===== src/rtl/xor_cipher_pkg.sv =====
// Shared constants, state encoding and keystream step for the 19-bit XOR cipher path.
package xor_cipher_pkg;

  localparam int          WORD_W    = 19;
  localparam logic [18:0] KEY_SEED  = 19'h1A2B3;
  // Feedback taps at bits 18, 17, 16, 13.
  localparam logic [18:0] LFSR_TAPS = 19'h72000;

  typedef enum logic {IDLE, ACTIVE} state_e;

  function automatic logic [18:0] next_key(input logic [18:0] k);
    return {k[17:0], ^(k & LFSR_TAPS)};
  endfunction

endpackage


===== src/rtl/keystream_lfsr.sv =====
// 19-bit Fibonacci keystream generator; load wins over step. Shared with the encryptor.
module keystream_lfsr
  import xor_cipher_pkg::*;
#(
  parameter logic [18:0] SEED = KEY_SEED
) (
  input  logic        clk,
  input  logic        rst,
  input  logic        load,
  input  logic        step,
  output logic [18:0] key
);

  logic [18:0] key_q, key_d;

  always_comb begin
    key_d = key_q;
    if (load)      key_d = SEED;
    else if (step) key_d = next_key(key_q);
  end

  always_ff @(posedge clk or posedge rst) begin
    if (rst) key_q <= SEED;
    else     key_q <= key_d;
  end

  assign key = key_q;

endmodule


===== src/rtl/xor_stream_decrypt.sv =====
// Stream decryptor: ciphertext XOR rolling LFSR keystream, one output register, full throughput.
// Optional in-band parity check enabled by defining XOR_STREAM_PARITY_EN.
module xor_stream_decrypt #(
  parameter int          WORD_W    = xor_cipher_pkg::WORD_W,
  parameter logic [18:0] KEY_SEED  = xor_cipher_pkg::KEY_SEED,
  parameter int          FRAME_LEN = 16
) (
  input  logic              clk,
  input  logic              rst,
  input  logic              start,
  input  logic              in_valid,
  output logic              in_ready,
  input  logic [WORD_W-1:0] in_data,
  output logic              out_valid,
  input  logic              out_ready,
  output logic [WORD_W-1:0] out_data,
  output logic              out_last,
  output logic              busy
`ifdef XOR_STREAM_PARITY_EN
  ,
  input  logic              in_parity,
  output logic              parity_err
`endif
);

  import xor_cipher_pkg::*;

  state_e            state_q, state_d;
  logic [15:0]       cnt_q, cnt_d;
  logic              ov_q, ov_d;
  logic              ol_q, ol_d;
  logic [WORD_W-1:0] od_q, od_d;
  logic [18:0]       key;
  logic              accept, last_word;

  assign in_ready  = (state_q == ACTIVE) && (!ov_q || out_ready);
  assign accept    = in_valid && in_ready;
  assign last_word = (cnt_q == 16'(FRAME_LEN - 1));

  keystream_lfsr #(.SEED(KEY_SEED)) u_lfsr (
    .clk  (clk),
    .rst  (rst),
    .load (start),
    .step (accept),
    .key  (key)
  );

  // start restarts the frame even if a word is accepted in the same cycle.
  always_comb begin
    state_d = state_q;
    cnt_d   = cnt_q;
    case (state_q)
      IDLE: begin
        if (start) begin
          state_d = ACTIVE;
          cnt_d   = '0;
        end
      end
      ACTIVE: begin
        if (start) begin
          cnt_d = '0;
        end else if (accept) begin
          if (last_word) begin
            state_d = IDLE;
            cnt_d   = '0;
          end else begin
            cnt_d = cnt_q + 16'd1;
          end
        end
      end
      default: state_d = IDLE;
    endcase
  end

  always_comb begin
    ov_d = ov_q;
    od_d = od_q;
    ol_d = ol_q;
    if (accept) begin
      ov_d = 1'b1;
      od_d = in_data ^ key;
      ol_d = last_word;
    end else if (out_ready) begin
      ov_d = 1'b0;
      ol_d = 1'b0;
    end
  end

  always_ff @(posedge clk or posedge rst) begin
    if (rst) begin
      state_q <= IDLE;
      cnt_q   <= '0;
      ov_q    <= 1'b0;
      od_q    <= '0;
      ol_q    <= 1'b0;
    end else begin
      state_q <= state_d;
      cnt_q   <= cnt_d;
      ov_q    <= ov_d;
      od_q    <= od_d;
      ol_q    <= ol_d;
    end
  end

  assign out_valid = ov_q;
  assign out_data  = od_q;
  assign out_last  = ol_q;
  assign busy      = (state_q == ACTIVE);

`ifdef XOR_STREAM_PARITY_EN
  logic perr_q, perr_d;

  always_comb begin
    perr_d = perr_q;
    if (start)                                  perr_d = 1'b0;
    else if (accept && (in_parity != ^in_data)) perr_d = 1'b1;
  end

  always_ff @(posedge clk or posedge rst) begin
    if (rst) perr_q <= 1'b0;
    else     perr_q <= perr_d;
  end

  assign parity_err = perr_q;
`endif

endmodule


===== config.mk =====
export PLATFORM = sky130hd
export DESIGN_NAME = xor_stream_decrypt
export DESIGN_NICKNAME = d
export VERILOG_FILES = /design/src/rtl/xor_cipher_pkg.sv /design/src/rtl/keystream_lfsr.sv /design/src/rtl/xor_stream_decrypt.sv
export SDC_FILE = /design/constraint.sdc
export NUM_CORES = 1
export LEC_CHECK = 0
export ABC_AREA = 0
export CORE_MARGIN = 3
export CORE_UTILIZATION = 53
export DETAILED_ROUTE_END_ITERATION = 12
export PLACE_DENSITY_LB_ADDON = 0.25
export SYNTH_ARGS = -nofsm -noshare
export SYNTH_HDL_FRONTEND = slang
export SYNTH_SLANG_ARGS = --single-unit
export TNS_END_PERCENT = 20

===== constraint.sdc =====
create_clock -name clk -period 2.9 [get_ports clk]
set_clock_uncertainty 0.15 [all_clocks]
set_input_delay 0.87 -clock clk [delete_from_list [all_inputs] [get_ports clk]]
set_output_delay 0.87 -clock clk [all_outputs]
set_load 0.01 [all_outputs]

==> results.cfg, run 1 <==
[critical_path]
worstRegToRegCells = 5
critical_path_buf_inv_count = 2
crit_path_end_kind = output pin
cpMaxStageDelayCell = sky130_fd_sc_hd__clkdlybuf4s50_1
worstSetupStartpointType = primary input
critPathKind = primary input to output pin
arrival_time_at_the_worst_endpoint_ns = 1.84
path_cells = clkdlybuf4s50_1 > nand2b_4 > and2_1 > clkdlybuf4s15_1
timing.critical_path.slowest_cell_delay_ns = 0.49
cp_max_fo = 2
cp.required_ns = 1.88
cp_num_cells = 4
critical-path-top-delay-family = buffers and inverters

[global_routing]
global_route.overflow_total = 0
grt_start_max_net_pins = 37
antenna_found_initial = 0
grt_usage_pct = 22.02
grt_pass1_wl_mm = 10.60
via_count_of_the_first_global_routing_pass = 2210

[power]
power.density_cell_area_nw_per_um2 = 607.4
ir_drop_mv = 0.4620
power.total_w = 0.002196
leakage_nw = 1.520

[placement]
placement.cell_area_um2 = 3372
dp.final_hpwl_mm = 4.111
dp_slack_ns = -0.2321
placement.io_buffers = 46
gpl.final_weighted_congestion = 0.9094

[floorplanning]
num_io_pins = 47
die_w_um = 78.85
die_area_um2 = 6217
site_row_count = 25
start_util_pct = 57.27
standard_cell_core_area_um2 = 4911
chipHeight_um = 78.85

[drt]
post_route_drc_violation_count = 0
wirelength_mm = 6.229
vias = 2317
vias_per_cell = 5.610
top_signal_layer_used = met4
wl_met3_um = 376
met2_length_mm = 2.852
wl_met1_mm = 2.870
first_iter_violations = 179
dr.pass1.iters = 5
drt.antenna.violating_nets = 0
detail_route.wl_per_cell_um = 15.08

[clock_tree]
cts-hold-fix-buffers = 0
tritoncts.num_buffers = 9
h-tree-depth = 3
clock_tree_from_tritoncts = yes
cts_num_sinks = 57
max-clock-path-buffers = 2
clock_tree.root_cell = sky130_fd_sc_hd__clkbuf_8
clkSlewWorstSetupHoldPaths_ns = 0.07
worst_skew_pair_latency_ns = 0.34

[timing]
max_slew_margin_pct = 68.83
setup-violations-final = 0
timing.final.crit_share_pct = 98.53
finalHoldViolCount = 0
slew_violations = 0
worstMarginPinSlew_ns = 0.4676
setup_ws_ns = 0.04272
timing.hold.ws_ns = 0.3280
finalSetupTns_ns = 0
post-route-min-period_ns = 2.857
fmax_mhz = 350.0

[synth]
ys_warnings = 0
synth_area_leaders = sky130_fd_sc_hd__dfrtp_1 (43%), sky130_fd_sc_hd__nand2_1 (9.3%), sky130_fd_sc_hd__dfstp_2 (8.4%)
syn-cell-area_um2 = 2813
ys.flop_type = sky130_fd_sc_hd__dfrtp_1
synth.distinct_cells = 44
synth_most_common_cell = sky130_fd_sc_hd__nand2_1
ys_ff_latch = 57
synth_enable_flop_cells = 0
synth_fp_nets = 313
syn_avg_cell_area_um2 = 9.766
syn-instance-count = 288
register_area_share_after_synthesis_pct = 51.11
post-synth-top-area-fraction_pct = 42.70
synth_async_sr_flop_share_pct = 100.0
synth.largest_area_cell = sky130_fd_sc_hd__dfrtp_1
netlist_top_cells_count = sky130_fd_sc_hd__nand2_1 (70), sky130_fd_sc_hd__dfrtp_1 (48), sky130_fd_sc_hd__o21ai_0 (24)

[layout]
fill_count = 339
design_area_um2 = 3615
areaGrowthSynthToFinish_pct = 28.51
design.final.nets = 366
layout-drive-gt1-share_pct = 14.16
antenna_cells = 0

[run_status]
run_status = finished clean

[hold_path]
timing.hold.worst.class = flip-flop to flip-flop
number_of_instances_on_the_worst_hold_path = 2

[job]
maxCapViolCount = 0
[cell usage in the layout (no fill, tap or decap), types with 2 or more instances in the layout]
| cell | count |
|---|---|
| sky130_fd_sc_hd__a21oi_1 | 13 |
| sky130_fd_sc_hd__a221o_1 | 3 |
| sky130_fd_sc_hd__and2_1 | 2 |
| sky130_fd_sc_hd__and3_1 | 6 |
| sky130_fd_sc_hd__and4_1 | 2 |
| sky130_fd_sc_hd__buf_12 | 2 |
| sky130_fd_sc_hd__buf_4 | 9 |
| sky130_fd_sc_hd__bufinv_16 | 3 |
| sky130_fd_sc_hd__clkbuf_1 | 2 |
| sky130_fd_sc_hd__clkbuf_8 | 9 |
| sky130_fd_sc_hd__clkdlybuf4s50_1 | 45 |
| sky130_fd_sc_hd__dfrtp_1 | 48 |
| sky130_fd_sc_hd__dfstp_2 | 9 |
| sky130_fd_sc_hd__nand2_1 | 70 |
| sky130_fd_sc_hd__nand2b_1 | 3 |
| sky130_fd_sc_hd__nand3_1 | 10 |
| sky130_fd_sc_hd__nand3b_1 | 9 |
| sky130_fd_sc_hd__nand4_1 | 7 |
| sky130_fd_sc_hd__nor2_1 | 9 |
| sky130_fd_sc_hd__nor2b_1 | 2 |
| sky130_fd_sc_hd__nor4_4 | 2 |
| sky130_fd_sc_hd__o211ai_1 | 6 |
| sky130_fd_sc_hd__o21ai_0 | 24 |
| sky130_fd_sc_hd__or2_2 | 3 |
| sky130_fd_sc_hd__xnor2_1 | 22 |
[per-layer routing]
layer | up-vias | GRT usage, %
met4 | 0 | 9.278
li1 | 1113 | -
met1 | 1118 | 30.36
met3 | 10 | 5.782
met5 | - | 0
met2 | 76 | 33.02
[cell type report]
cell class	instances	area, µm²	area share (%)
timing repair buffer	57	568.0	15.71
multi-input combinational	214	1282	35.48
sequential	57	1438	39.77
inverter	2	7.507	0.2077
clock inverter	5	103.9	2.873
clock buffer	11	131.4	3.634
tap	67	83.83	2.319
[kinds of logic after synthesis]
logic type	after synthesis	synth area share, %
compound gates	57	13.03
xor+xnor	22	6.850
fa+ha+maj	1	0.4448
buf+inv	17	3.737
flops	57	51.11
simple gates	134	24.82
[tightest hold or removal path, cell delays in order (launching register included)]
cell and delay [ns]:
sky130_fd_sc_hd__dfrtp_1 0.34, sky130_fd_sc_hd__nand2_1 0.04, sky130_fd_sc_hd__o21ai_0 0.05
[metrics by stage]
step	instances	utilization (%)
detailed placement	397	68.66
floorplan	288	-
global route	413	73.61
CTS	413	73.43
finish	413	73.61
global placement	397	68.66
[state kept, by name, indices dropped and copies added, names as in the netlist]
signal      count
out_valid       1
u_lfsr.key     19
out_last        1
out_data       19
busy            1
cnt_q          16
[where the power goes]
part,leakage [nW],switching (W),internal (W),total (W)
registers,0.719,0.0000563,0.000880,0.000936
clock network,0.118,0.000315,0.000571,0.000886
logic,0.684,0.000169,0.000204,0.000373
[worst paths after layout]
kind                              start             to  slack (ns)
setup / recovery              out_ready       in_ready        0.04
hold / removal             out_data[11]   out_data[11]        0.33
setup reg to reg               cnt_q[0]      cnt_q[10]        0.81
hold reg to reg            out_data[11]   out_data[11]        0.33
max in group asynchronous           rst  u_lfsr.key[0]        1.35
min in group asynchronous           rst      out_valid        0.67
[repair_timing]
action	in CTS	in global routing
cloned	0	0
resized for setup	1	2
buffers inserted	0	0
endpoints found under the setup margin	1	1
endpoints found under the hold margin	0	0
(Power assumes the default switching activity.)
==> run 2: changes to the inputs <==
==> constraint.sdc (replaced) <==
create_clock -name clk -period 3.1 [get_ports clk]
set_clock_uncertainty 0.15 [all_clocks]
set_input_delay 0.93 -clock clk [delete_from_list [all_inputs] [get_ports clk]]
set_output_delay 0.93 -clock clk [all_outputs]
set_load 0.01 [all_outputs]
==> run 2 against run 1 <==
  * Worst setup slack improved by 0.038 ns
  * First-iteration DRC count down 3.9%
  * Core utilization shrank 0.99 points
  * Critical path depth did not move
  * Hold slack improved by 0.0018 ns
  * Design area decreased by 1.4%
  * Non-clock buffer count fell by 5
  * Sequential cell count stayed put
  * Clock-buffer cell count increased by 3
  * Global-route usage is 0.22 points higher
  * Final cell count is 1.2% lower
  * Clock power decreased by 8.6%
  * Critical path type unchanged
==> results.cfg, run 2 (synthesis gave the netlist of run 1 again) <==
[run_status]
run_status = finished clean

[floorplanning]
die_area_um2 = 6217
chipHeight_um = 78.85
site_row_count = 25
start_util_pct = 57.27
die_w_um = 78.85
standard_cell_core_area_um2 = 4911
num_io_pins = 47

[clock_tree]
cts_setup_buffers = 0
clkSlewWorstSetupHoldPaths_ns = 0.06
cts-hold-fix-buffers = 0
clock_tree.root_cell = sky130_fd_sc_hd__clkbuf_8
worst_skew_pair_latency_ns = 0.34
postCtsResizedCells = 1
max-clock-path-buffers = 2
h-tree-depth = 3
tritoncts.num_buffers = 9
cts_num_sinks = 57
clock_tree_from_tritoncts = yes

[critical_path]
worstSetupStartpointType = primary input
cp_max_fo = 2
critical_path.reg2reg.startpoint = cnt_q[0]
worstRegToRegCells = 5
rr_endpoint = cnt_q[10]
cp.required_ns = 2.02
crit_path_end_kind = output pin
arrival_time_at_the_worst_endpoint_ns = 1.94
critPathKind = primary input to output pin
regToRegSetupSlack_ns = 1.08

[layout]
most-common-layout-cells = sky130_fd_sc_hd__nand2_1 (70), sky130_fd_sc_hd__dfrtp_1 (48), sky130_fd_sc_hd__clkdlybuf4s50_1 (45), sky130_fd_sc_hd__o21ai_0 (24), sky130_fd_sc_hd__xnor2_1 (22)
layout_commonest_cell = sky130_fd_sc_hd__nand2_1
fill_count = 371
antenna_cells = 0
layout-drive-gt1-share_pct = 12.61
post-route-util_pct = 72.61
design.final.nets = 361
areaGrowthSynthToFinish_pct = 26.78

[hold_path]
worst_hold_path_endpoint = out_data[11]
number_of_instances_on_the_worst_hold_path = 2
timing.hold.worst.class = flip-flop to flip-flop
worstHoldStart = out_data[11]

[timing]
worstMarginPinSlew_ns = 0.4784
finalSetupTns_ns = 0
post-route-min-period_ns = 3.019
finalHoldViolCount = 0
max_slew_margin_pct = 68.11
timing.hold.ws_ns = 0.3297
fmax_mhz = 331.2
setup_repair_after_global_routing_missed_its_margin = no
setup-violations-final = 0
timing.final.crit_share_pct = 97.39
slew_violations = 0
setup_ws_ns = 0.08097

[drt]
detail_route.wl_per_cell_um = 14.96
wirelength_mm = 6.103
post_route_drc_violation_count = 0
drt.antenna.violating_nets = 0
vias = 2225
vias_per_cell = 5.453
first_iter_violations = 172
dr.pass1.iters = 4

[global_routing]
antenna_found_initial = 0
via_count_of_the_first_global_routing_pass = 2197
global_route.overflow_total = 0
grt_start_max_net_pins = 63
grt_usage_pct = 22.24
grt_pass1_wl_mm = 10.63

[placement]
dp_slack_ns = -0.1602
dp.final_hpwl_mm = 3.975
gpl.final_weighted_congestion = 0.8757
placement.io_buffers = 46

[power]
power_report.internal_total_w = 0.001528
p_clk_share_pct = 39.9
power.density_cell_area_nw_per_um2 = 568.6
switching_power_w = 0.0004994
ir_drop_mv = 0.3281
combinationalPowerShare_pct = 16.9
leakage_nw = 1.490
power.total_w = 0.002028
share_seq_of_total_power_pct = 43.2
power.switching_fraction_pct = 24.63

[job]
maxCapViolCount = 0
[run 2: changes by cell type in the layout (fill, tap and decap cells not counted), sizes merged]
cell           before  now
dlygate4sd2         0    1
bufinv              3    2
clkbuf             11   14
buf                11    6
clkdlybuf4s15       1    0
clkinv              2    0
[run 2: worst max-delay path by stage]
| stage | slack, ns | cells after the start | end | from |
|---|---|---|---|---|
| floorplan | 0.64 | 1 | busy | rst |
| global placement | -0.12 | 4 | in_ready | out_ready |
| detailed placement | -0.16 | 4 | in_ready | out_ready |
| CTS | 0.08 | 4 | in_ready | out_ready |
| global route | 0.03 | 4 | in_ready | out_ready |
| finish | 0.08 | 4 | in_ready | out_ready |
[run 2: layout make-up]
type	instances	area (µm²)	share of cell area [%]
clock buffers	14	172.7	4.842
clock inverters	2	60.06	1.684
inverters	2	7.507	0.2105
multi-input cells	214	1275	35.75
flip-flops and latches	57	1438	40.32
well taps	67	83.83	2.351
repair buffers	52	529.3	14.84
[run 2: worst max-delay path, cell delays in order]
cell	delay, ns
sky130_fd_sc_hd__clkdlybuf4s50_1	0.41
sky130_fd_sc_hd__nand2b_1	0.16
sky130_fd_sc_hd__and2_1	0.16
sky130_fd_sc_hd__dlygate4sd2_1	0.28
[run 2: per-layer routing]
layer / GRT usage (%) / share of wire, % / wire (µm)
met5: 0 / 0 / 0
met4: 11.51 / 2.0 / 124
met3: 6.236 / 6.1 / 375
met2: 32.09 / 44 / 2675
met1: 30.62 / 48 / 2927
[run 2: stage by stage]
stage | std cells | area [µm²]
after global placement | 392 | 3334
after CTS | 408 | 3566
after global routing | 408 | 3566
after detailed placement | 392 | 3334
after floorplan | 288 | 2813
final | 408 | 3566
[run 2: power groups by stage]
stage,clock [W],sequential (W),combinational [W]
2_1_floorplan,0,0.000904,0.000150
3_3_place_gp,0,0.000885,0.000335
3_5_place_dp,0,0.000887,0.000345
4_1_cts,0.000823,0.000875,0.000347
5_1_grt,0.000863,0.000886,0.000381
6_report,0.000810,0.000875,0.000343
==> run 3: changes to the inputs <==
--- a/config.mk
+++ b/config.mk
@@ -7,7 +7,7 @@
 export LEC_CHECK = 0
 export ABC_AREA = 0
 export CORE_MARGIN = 3
-export CORE_UTILIZATION = 53
+export CORE_UTILIZATION = 35
 export DETAILED_ROUTE_END_ITERATION = 12
 export PLACE_DENSITY_LB_ADDON = 0.25
 export SYNTH_ARGS = -nofsm -noshare
==> run 3 against run 2 <==
  * Worst setup slack better by 0.032 ns
  * Final cell count increased by 9.8%
  * Clock-buffer cell count decreased by 3
  * Sequential power hardly changed
  * First-iteration DRC count is 9.9% lower
==> results.cfg, run 3 (synthesis gave the netlist of run 1 again) <==
[run_status]
run_status = finished clean

[critical_path]
critPathKind = primary input to output pin
worstSetupStartpointType = primary input
cp_max_fo = 2
regToRegSetupSlack_ns = 1.05
cp.required_ns = 2.02
worstRegToRegCells = 4
arrival_time_at_the_worst_endpoint_ns = 1.91
crit_path_end_kind = output pin

[floorplanning]
chipHeight_um = 95.65
site_row_count = 32
die_area_um2 = 9148
standard_cell_core_area_um2 = 7767
die_w_um = 95.65
start_util_pct = 36.21
num_io_pins = 47

[clock_tree]
cts_num_sinks = 57
worst_skew_pair_latency_ns = 0.34
clock_tree_from_tritoncts = yes
clkSlewWorstSetupHoldPaths_ns = 0.06
tritoncts.num_buffers = 9
max-clock-path-buffers = 2
h-tree-depth = 3
clock_tree.root_cell = sky130_fd_sc_hd__clkbuf_8

[job]
maxCapViolCount = 0

[drt]
wirelength_mm = 5.864
vias_per_cell = 4.891
first_iter_violations = 155
detail_route.wl_per_cell_um = 13.09
post_route_drc_violation_count = 0
drt.antenna.violating_nets = 0
dr.pass1.iters = 4
vias = 2191

[layout]
antenna_cells = 0
fin_cells = 448
post-route-util_pct = 47.07
areaGrowthSynthToFinish_pct = 29.98
layout_commonest_cell = sky130_fd_sc_hd__nand2_1
layout-drive-gt1-share_pct = 14.45
fill_count = 758
design.final.nets = 366
most-common-layout-cells = sky130_fd_sc_hd__nand2_1 (70), sky130_fd_sc_hd__dfrtp_1 (48), sky130_fd_sc_hd__clkdlybuf4s50_1 (45), sky130_fd_sc_hd__o21ai_0 (24), sky130_fd_sc_hd__xnor2_1 (22)

[placement]
dp_slack_ns = -0.1329
dp.final_hpwl_mm = 4.065
placement.io_buffers = 46
placed_cells_incl_taps = 432
gpl.final_weighted_congestion = 0.7466

[global_routing]
grt_start_max_net_pins = 29
grt_usage_pct = 14.02
grt_pass1_wl_mm = 9.949
antenna_found_initial = 0
global_route.overflow_total = 0
via_count_of_the_first_global_routing_pass = 2066

[power]
power.switching_fraction_pct = 24.92
share_seq_of_total_power_pct = 43.5
power.total_w = 0.002010
p_clk_share_pct = 39.3
combinationalPowerShare_pct = 17.2
ir_drop_mv = 0.2729
power.density_cell_area_nw_per_um2 = 549.8
switching_power_w = 0.0005008
leakage_nw = 1.517
power_report.internal_total_w = 0.001509

[timing]
post-route-min-period_ns = 2.987
worstMarginPinSlew_ns = 0.4829
setup_ws_ns = 0.1130
setup-violations-final = 0
max_slew_margin_pct = 67.81
finalSetupTns_ns = 0
finalHoldViolCount = 0
fmax_mhz = 334.8
setup_repair_after_global_routing_missed_its_margin = no
timing.final.crit_share_pct = 96.35
slew_violations = 0

[hold_path]
number_of_instances_on_the_worst_hold_path = 2
timing.hold.worst.class = flip-flop to flip-flop
-- run 3: final cells by class --
class / count / area [µm²] / area share, %
Sequential cell: 57 / 1438 / 39.32
Multi-Input combinational cell: 214 / 1275 / 34.87
Timing Repair Buffer: 57 / 579.3 / 15.85
Clock buffer: 11 / 151.4 / 4.141
Tap cell: 102 / 127.6 / 3.491
Clock inverter: 5 / 77.57 / 2.122
Inverter: 2 / 7.507 / 0.2053
-- run 3: critical path, stage by stage --
cell and delay (ns):
sky130_fd_sc_hd__clkdlybuf4s50_1 0.40, sky130_fd_sc_hd__nand2b_1 0.15, sky130_fd_sc_hd__and2_1 0.15, sky130_fd_sc_hd__dlygate4sd2_1 0.27
-- run 3: routing by layer --
| metal | wire (µm) | global-route usage, % | up-vias |
|---|---|---|---|
| met5 | 0 | 0 | - |
| met4 | 51 | 4.265 | 0 |
| met3 | 252 | 4.736 | 4 |
| met2 | 2642 | 20.90 | 44 |
| met1 | 2919 | 19.22 | 1034 |
| li1 | - | - | 1109 |
-- run 3: worst paths after layout --
kind / end / start
setup / recovery: in_ready / out_ready
hold reg to reg: out_data[16] / out_data[16]
setup reg to reg: cnt_q[3] / cnt_q[4]
max in group asynchronous: u_lfsr.key[7] / rst
min in group asynchronous: out_data[18] / rst
hold / removal: out_data[16] / out_data[16]
-- run 3: metrics by stage --
stage               hold slack, ns  area, µm²
finish                      0.3289       3656
CTS                         0.3352       3656
global placement            0.3120       3428
floorplan                   0.3283       2813
detailed placement          0.3199       3428
global route                0.3485       3656
-- run 3: power groups by stage --
stage                     Sequential, W  Clock, W  Combinational [W]
final                          0.000874  0.000790           0.000347
after global routing           0.000884  0.000853           0.000388
after CTS                      0.000875  0.000814           0.000353
after detailed placement       0.000889         0           0.000352
after global placement         0.000887         0           0.000349
after floorplan                0.000904         0           0.000150
-- run 3: repair_timing --
action	in CTS	in global routing
hold endpoints to repair	0	0
setup endpoints to repair	1	0
setup buffers	0	0
resized for setup	1	0
hold buffers	0	0
